[src/rtl/carry_select_subtractor_pipe.sv]
// -----------------------------------------------------------------------------
// carry_select_subtractor_pipe
//   Two-stage pipelined borrow-select subtractor: diff = a - b - bin.
//   Stage 1 ripples the low block with the real borrow-in and precomputes both
//   borrow-in candidates for every upper block. Stage 2 resolves the borrow
//   chain, selects the candidates and registers diff/bout/ovf.
//   Both stages sit behind a valid/ready handshake with full-rate throughput.
//
// Parameters
//   WIDTH  operand width (multiple of BLOCK, >= 2*BLOCK)
//   BLOCK  bits per ripple block
//
// Ports
//   clk, rst              clock, synchronous active-high reset
//   in_valid / in_ready   operand handshake (in_ready is combinational)
//   a, b, bin             minuend, subtrahend, borrow-in
//   out_valid / out_ready result handshake
//   diff                  (a - b - bin) mod 2^WIDTH
//   bout                  1 iff unsigned a < b + bin
//   ovf                   signed overflow of the subtraction
// -----------------------------------------------------------------------------

// One ripple block: x - y - borrow_in done as x + ~y + ~borrow_in.
module css_block #(
    parameter int BLOCK = 4
) (
    input  logic [BLOCK-1:0] x,
    input  logic [BLOCK-1:0] y,
    input  logic             borrow_in,
    output logic [BLOCK-1:0] d,
    output logic             borrow_out
);
    logic carry;

    assign {carry, d}  = {1'b0, x} + {1'b0, ~y} + {{BLOCK{1'b0}}, ~borrow_in};
    assign borrow_out  = ~carry;
endmodule

module carry_select_subtractor_pipe #(
    parameter int WIDTH = 8,
    parameter int BLOCK = 4
) (
    input  logic             clk,
    input  logic             rst,
    input  logic             in_valid,
    output logic             in_ready,
    input  logic [WIDTH-1:0] a,
    input  logic [WIDTH-1:0] b,
    input  logic             bin,
    output logic             out_valid,
    input  logic             out_ready,
    output logic [WIDTH-1:0] diff,
    output logic             bout,
    output logic             ovf
);
    localparam int NB = WIDTH / BLOCK;

    // Stage-1 contents: resolved low block plus both candidates per upper block.
    typedef struct packed {
        logic [BLOCK-1:0]          d_lo;
        logic                      b_lo;
        logic [NB-1:1][BLOCK-1:0]  d_c0;
        logic [NB-1:1][BLOCK-1:0]  d_c1;
        logic [NB-1:1]             b_c0;
        logic [NB-1:1]             b_c1;
        logic                      sa;
        logic                      sb;
    } s1_t;

    s1_t s1_next, s1;

    // vld_pipe[1] = stage-1 valid, vld_pipe[2] = stage-2 valid
    logic [2:1] vld_pipe;
    logic       s1_ready, s2_ready;

    // ---------------- stage 1 arithmetic ----------------
    logic [BLOCK-1:0]          lo_d;
    logic                      lo_b;
    logic [NB-1:1][BLOCK-1:0]  c0_d, c1_d;
    logic [NB-1:1]             c0_b, c1_b;

    css_block #(.BLOCK(BLOCK)) u_lo (
        .x(a[BLOCK-1:0]), .y(b[BLOCK-1:0]), .borrow_in(bin),
        .d(lo_d), .borrow_out(lo_b)
    );

    for (genvar k = 1; k < NB; k++) begin : g_blk
        css_block #(.BLOCK(BLOCK)) u_c0 (
            .x(a[k*BLOCK +: BLOCK]), .y(b[k*BLOCK +: BLOCK]), .borrow_in(1'b0),
            .d(c0_d[k]), .borrow_out(c0_b[k])
        );
        css_block #(.BLOCK(BLOCK)) u_c1 (
            .x(a[k*BLOCK +: BLOCK]), .y(b[k*BLOCK +: BLOCK]), .borrow_in(1'b1),
            .d(c1_d[k]), .borrow_out(c1_b[k])
        );
    end

    always_comb begin
        s1_next      = '0;
        s1_next.d_lo = lo_d;
        s1_next.b_lo = lo_b;
        s1_next.d_c0 = c0_d;
        s1_next.d_c1 = c1_d;
        s1_next.b_c0 = c0_b;
        s1_next.b_c1 = c1_b;
        s1_next.sa   = a[WIDTH-1];
        s1_next.sb   = b[WIDTH-1];
    end

    // ---------------- stage 2 selection ----------------
    // Borrow resolves block by block; each block's borrow picks the next one's pair.
    logic [NB-1:0]             sel_b;
    logic [NB-1:0][BLOCK-1:0]  sel_d;
    logic [WIDTH-1:0]          diff_sel;

    always_comb begin
        sel_b    = '0;
        sel_d    = '0;
        sel_b[0] = s1.b_lo;
        sel_d[0] = s1.d_lo;
        for (int k = 1; k < NB; k++) begin
            sel_d[k] = sel_b[k-1] ? s1.d_c1[k] : s1.d_c0[k];
            sel_b[k] = sel_b[k-1] ? s1.b_c1[k] : s1.b_c0[k];
        end
    end

    assign diff_sel = sel_d;

    // ---------------- handshake ----------------
    assign s2_ready  = !vld_pipe[2] || out_ready;
    assign s1_ready  = !vld_pipe[1] || s2_ready;
    assign in_ready  = s1_ready;
    assign out_valid = vld_pipe[2];

    always_ff @(posedge clk) begin
        if (rst) begin
            vld_pipe <= '0;
            s1       <= '0;
            diff     <= '0;
            bout     <= 1'b0;
            ovf      <= 1'b0;
        end else begin
            // s1_ready implies stage 1 is empty or draining, so valid simply follows in_valid.
            if (s1_ready) begin
                vld_pipe[1] <= in_valid;
                if (in_valid) s1 <= s1_next;
            end
            if (s2_ready) begin
                vld_pipe[2] <= vld_pipe[1];
                if (vld_pipe[1]) begin
                    diff <= diff_sel;
                    bout <= sel_b[NB-1];
                    ovf  <= (s1.sa ^ s1.sb) & (diff_sel[WIDTH-1] ^ s1.sa);
                end
            end
        end
    end
endmodule
[config.mk]
export PLATFORM = sky130hd
export DESIGN_NAME = carry_select_subtractor_pipe
export DESIGN_NICKNAME = d
export VERILOG_FILES = /design/src/rtl/carry_select_subtractor_pipe.sv
export SDC_FILE = /design/constraint.sdc
export NUM_CORES = 1
export LEC_CHECK = 0
export ABC_AREA = 0
export CORE_MARGIN = 2
export CORE_UTILIZATION = 30
export CTS_CLUSTER_DIAMETER = 100
export DETAILED_ROUTE_END_ITERATION = 10
export GPL_TIMING_DRIVEN = 0
export RECOVER_POWER = 50
export SYNTH_ARGS = -nofsm -noshare
export SYNTH_HDL_FRONTEND = slang
export SYNTH_SLANG_ARGS = --single-unit
[constraint.sdc]
create_clock -name clk -period 5.7 [get_ports clk]
set_input_delay 1.71 -clock clk [delete_from_list [all_inputs] [get_ports clk]]
set_output_delay 1.71 -clock clk [all_outputs]
set_load 0.02 [all_outputs]
# After elaboration in Yosys (flattened, before gate mapping)
# Cells that the tools add are included.
[totals]
register_bits = 29
latch_bits = 0
mem_bits_rw = 0
mem_bits_ro = 0
input_bits = 21
out_inout_bits = 12
wordCells = 34
mem_count = 0
[op_classes]
n_addsub = 4
multipliers = 0
n_div = 0
n_lt_le_gt_ge = 0
n_eq_ne = 0
shift = 0
muxes = 2
bitwise = 9
n_reduce_logical = 6
[op_table]
columns = ["operator", "count"]
rows = [
  ["$add A4 B4 Y5", 2],
  ["$not A4 Y4", 2],
  ["$add A5 B1 Y5", 1],
  ["$add A5 B1 Y5 const B", 1],
  ["$mux W4", 1],
  ["$not A1 Y1", 4],
  ["$reduce_and A2 Y1", 2],
  ["$logic_not A1 Y1", 2],
  ["$logic_or A1 B1 Y1", 2],
  ["$xor A1 B1 Y1", 2],
  ["$and A1 B1 Y1", 1],
  ["$mux W1", 1],
]

# Depth between registers and ports, before layout
# Gate-level depths: netlist of run 1.
[logic_depth]
word_depth = 4
mapped_depth = 10
mapped_depth_nobuf = 10

# By module
# From an unflattened synthesis of run 1, not the netlist that was laid out.
[unflattened]
hier_cells = 189
hier_area_um2 = 1659.1
[by_module_without_submodules]
columns = ["module", "n_inst", "cells_per_inst", "area_each_um2", "seq_area_each_um2"]
rows = [
  ["carry_select_subtractor_pipe", 1, 135, 1216.2, 580.6],
  ["css_block", 3, 18, 147.6, 0.0],
]

# Least setup slack after synthesis of run 1
# OpenSTA, ideal clock, no wires.
[synth_timing]
path_type = "input port to output port"
from = "input port out_ready"
to = "output port in_ready"
arrival_ns = 2.002
t_required_ns = 3.990
path_slack_ns = 1.988
cell_stages = 1
n_path_buf = 0
path_cell_list = "nand3b_1"
[synth_between]
elab_chain_len = 2
[synth_lines]
columns = ["element", "line_no", "rtl"]
rows = [
  ["start: declaration", "51", "input logic out_ready,"],
  ["$logic_or A1 B1 Y1", "130", "assign s2_ready = !vld_pipe[2] || out_ready;"],
  ["$logic_or A1 B1 Y1", "131", "assign s1_ready = !vld_pipe[1] || s2_ready;"],
  ["end: declaration", "46", "output logic in_ready,"],
]
# No other way between the ends.

# Worst setup path after layout of run 1
# Ends and elaborated chain as after synthesis.

==> results.cfg, run 1 <==
[run_status]
status = complete, no violations

[detailed_routing]
drt_iter0_markers = 31
vias_per_cell = 4.453
ant_nets = 0
first_pass_iters = 4
vias = 1229
wl_per_cell_um = 10.76
drc = 0
wl_um = 2971

[run]
maxCapViolations = 0

[timing]
fin_crit_ns = 4.764
fin_ws_ns = 0.9356
drv_slew = 0
tns_ns = 0
max_freq_ghz = 0.2099
min_period_over_period = 0.8359
whs_ns = 0.4510
grt_setup_unrepaired = false
setup_viol = 0
skew_ns = 0.002440
final_hold_viol_count = 0
relSlewSlack = 0.6667
worst_pin_slew_ns = 0.5000

[grt]
antenna_found_initial = 0
gr-usage-met1 = 0.1457
grt_usage = 0.1174
use_met3 = 0.03252
grt_busiest_layer = met2
grt_pass1_wl_um = 4781
gr-usage-met2 = 0.1875
grt_overflow_total = 0
grt_max_degree = 11
grt_pass1_vias = 1105

[cells_and_area]
synthToLayoutAreaGrowth_pct = 33.95
final_cell_mix = 29 x dfxtp_1, 22 x nand2_1, 18 x clkdlybuf4s50_1
num_antenna_cells = 0
stdcell_area_mm2 = 0.001984
final_util = 0.4174
drive_above_1_share = 0.06220
final_cells = 276
layout_commonest_cell = dfxtp_1
nets = 240

[clock_network]
clk_pin_slew_ns = 0.06
ctsHoldBuffers = 0
ctsResizeCount = 0
tritoncts = done
htree_levels = 2
root_buffer = clkbuf_8
cts_sinks = 29
cts_buffers = 5
clkLatencyLatePin_ns = 0.28
cts_setup_buffers = 0
max-clock-path-buffers = 2

[place]
io_buffers = 32
post-place-cells = 268
placed_cell_area_mm2 = 0.001886
post-place-ws_ns = 1.003
hpwl_um = 2293
gp_congestion = 0.7676

[synth]
yosys.cell_types.count = 33
yosysTopAreaCell = dfxtp_1
synth_top_area_frac = 0.3919
synthTopCellsByArea = dfxtp_1 39%, ha_1 6.8%, mux2i_1 6.1%
ys.flop_type = dfxtp_1
synth_warnings = 0
synth_edf_count = 0
syn_inst = 169
syn-cell-area_mm2 = 0.001481
synthArstFlopShare = 0
avgSynthCellArea_um2 = 8.766
ys_seq_area_frac = 0.3919
ys_seq_elements = 29
syn_nets = 201

[power]
power_leakage_nw = 0.8430
ir_drop_v = 0.00008597
totalPowerFinal_mw = 0.5185
power_density_mw_per_mm2 = 261.3

[hold_path]
worstHoldStart = s1[6]
hold_class = reg2reg
whs_path_depth = 2
holdPathEnd = s1[6]

[worst_setup_path]
critPathLaunchType = primary input
cp_max_fo = 4
slowest_delay_ns = 0.57
crit_family = buffers and inverters
r2r_slack_ns = 4.10
critPathKind = in2out
reg2regPathDepth = 6
r2r_end = diff[7]
path_cells = dlygate4sd3_1, nand3b_1, clkdlybuf4s50_1
required_ns = 3.99
timing.rr.start = vld_pipe[2]
slowest_stage = clkdlybuf4s50_1
crit_arrival_ns = 3.05
path_buf_inv = 2
end_kind = primary output

[floorplan]
pin_count = 33
rows = 25
die_w_um = 74.27
fp.dieH_um = 74.27
die_area_mm2 = 0.005516
fp.coreArea_mm2 = 0.004755
start_util = 0.3116
cell usage after synthesis, types with 2 or more instances:
| master | n |
|---|---|
| a2111o_1 | 3 |
| a211oi_1 | 10 |
| a21o_1 | 2 |
| a21oi_1 | 15 |
| and2_1 | 2 |
| buf_2 | 5 |
| clkbuf_1 | 3 |
| dfxtp_1 | 29 |
| fa_1 | 3 |
| ha_1 | 8 |
| inv_1 | 16 |
| mux2i_1 | 9 |
| nand2_1 | 22 |
| nand2b_1 | 2 |
| nand3b_1 | 4 |
| nor2_1 | 17 |
| o21a_1 | 2 |
| xnor2_1 | 2 |
worst max-delay path by stage:
| stage | slack [ns] | start | cells past startpoint | end |
|---|---|---|---|---|
| 6_report | 0.94 | out_ready | 3 | in_ready |
| 5_1_grt | 0.88 | out_ready | 3 | in_ready |
| 4_1_cts | 0.99 | out_ready | 3 | in_ready |
| 3_5_place_dp | 1.00 | out_ready | 3 | in_ready |
| 3_3_place_gp | 1.01 | out_ready | 3 | in_ready |
| 2_1_floorplan | 1.99 | out_ready | 1 | in_ready |
where the power goes:
part / switching [mW] / leakage (nW) / internal [mW]
registers: 0.00749 / 0.239 / 0.219
logic: 0.0541 / 0.550 / 0.0539
clock network: 0.0753 / 0.0542 / 0.109
total: 0.137 / 0.843 / 0.382
flip-flops by register name, indices dropped and copies added, names as in the netlist:
register  count
s1           13
vld_pipe      2
diff          8
diff_sel      4
ovf           1
bout          1
worst reg2reg max path, cell delays in order, from the launching register on:
cell and delay (ns):
dfxtp_1 0.32, nand2b_1 0.09, and2_1 0.12, clkbuf_1 0.36, clkbuf_1 0.36, nor2_1 0.07
a211oi_1 0.20
layer usage:
| metal | wire, um | share of wire |
|---|---|---|
| met1 | 1415 | 0.48 |
| met2 | 1341 | 0.45 |
| met3 | 150 | 0.050 |
| met4 | 64 | 0.022 |
| met5 | 0 | 0 |
kinds of logic (layout without fill, tap and decap cells):
| group | count (synthesis) | count (layout) | share of synthesized area |
|---|---|---|---|
| buffers and inverters | 25 | 65 | 0.06756 |
| muxes | 9 | 9 | 0.06081 |
| DFF | 29 | 29 | 0.3919 |
| and+or+nand+nor | 55 | 55 | 0.1706 |
| xor gates and xnor gates | 4 | 4 | 0.03294 |
| AOI/OAI and AO/OA | 36 | 36 | 0.1681 |
| adders and majority gates | 11 | 11 | 0.1081 |
layout make-up:
type                    count  area (um^2)
clock inverters             1        5.005
multi-input cells         115        800.8
well taps                  67        83.83
inverters                  16        60.06
clock buffers               7        96.34
plain buffers               9        37.54
fillers                   516         2770
repair buffers             32        320.3
flip-flops and latches     29        580.6
Note: power is estimated with default switching activity, not from simulation.
==> run 2: changes to the inputs <==
==> constraint.sdc (replaced) <==
create_clock -name clk -period 4.9 [get_ports clk]
set_input_delay 1.47 -clock clk [delete_from_list [all_inputs] [get_ports clk]]
set_output_delay 1.47 -clock clk [all_outputs]
set_load 0.02 [all_outputs]
==> results of run 2 <==
Same layout as run 1 (identical final DEF). Status: complete, no violations.
Main changes from that run: setup slack after placement 1.003 ns -> 0.6832 ns; setup slack after layout 0.9356 ns -> 0.6156 ns; register-to-register setup slack 4.10 ns -> 3.30 ns; total power 0.5185 mW -> 0.6031 mW; worst IR drop on VDD 0.00008597 V -> 0.0001000 V
==> run 3: changes to the inputs <==
==> constraint.sdc (replaced) <==
create_clock -name clk -period 4.9 [get_ports clk]
set_input_delay 0.98 -clock clk [delete_from_list [all_inputs] [get_ports clk]]
set_output_delay 0.98 -clock clk [all_outputs]
set_load 0.02 [all_outputs]
==> results of run 3 <==
Same layout as run 1 (identical final DEF). Status: complete, no violations.
Main changes from that run: setup slack after placement 1.003 ns -> 1.384 ns; setup slack after layout 0.9356 ns -> 1.566 ns; start point of the critical path out_ready -> b[4]; end point of the critical path in_ready -> s1[3]; register-to-register setup slack 4.10 ns -> 3.30 ns; total power 0.5185 mW -> 0.6031 mW; worst IR drop on VDD 0.00008597 V -> 0.0001000 V
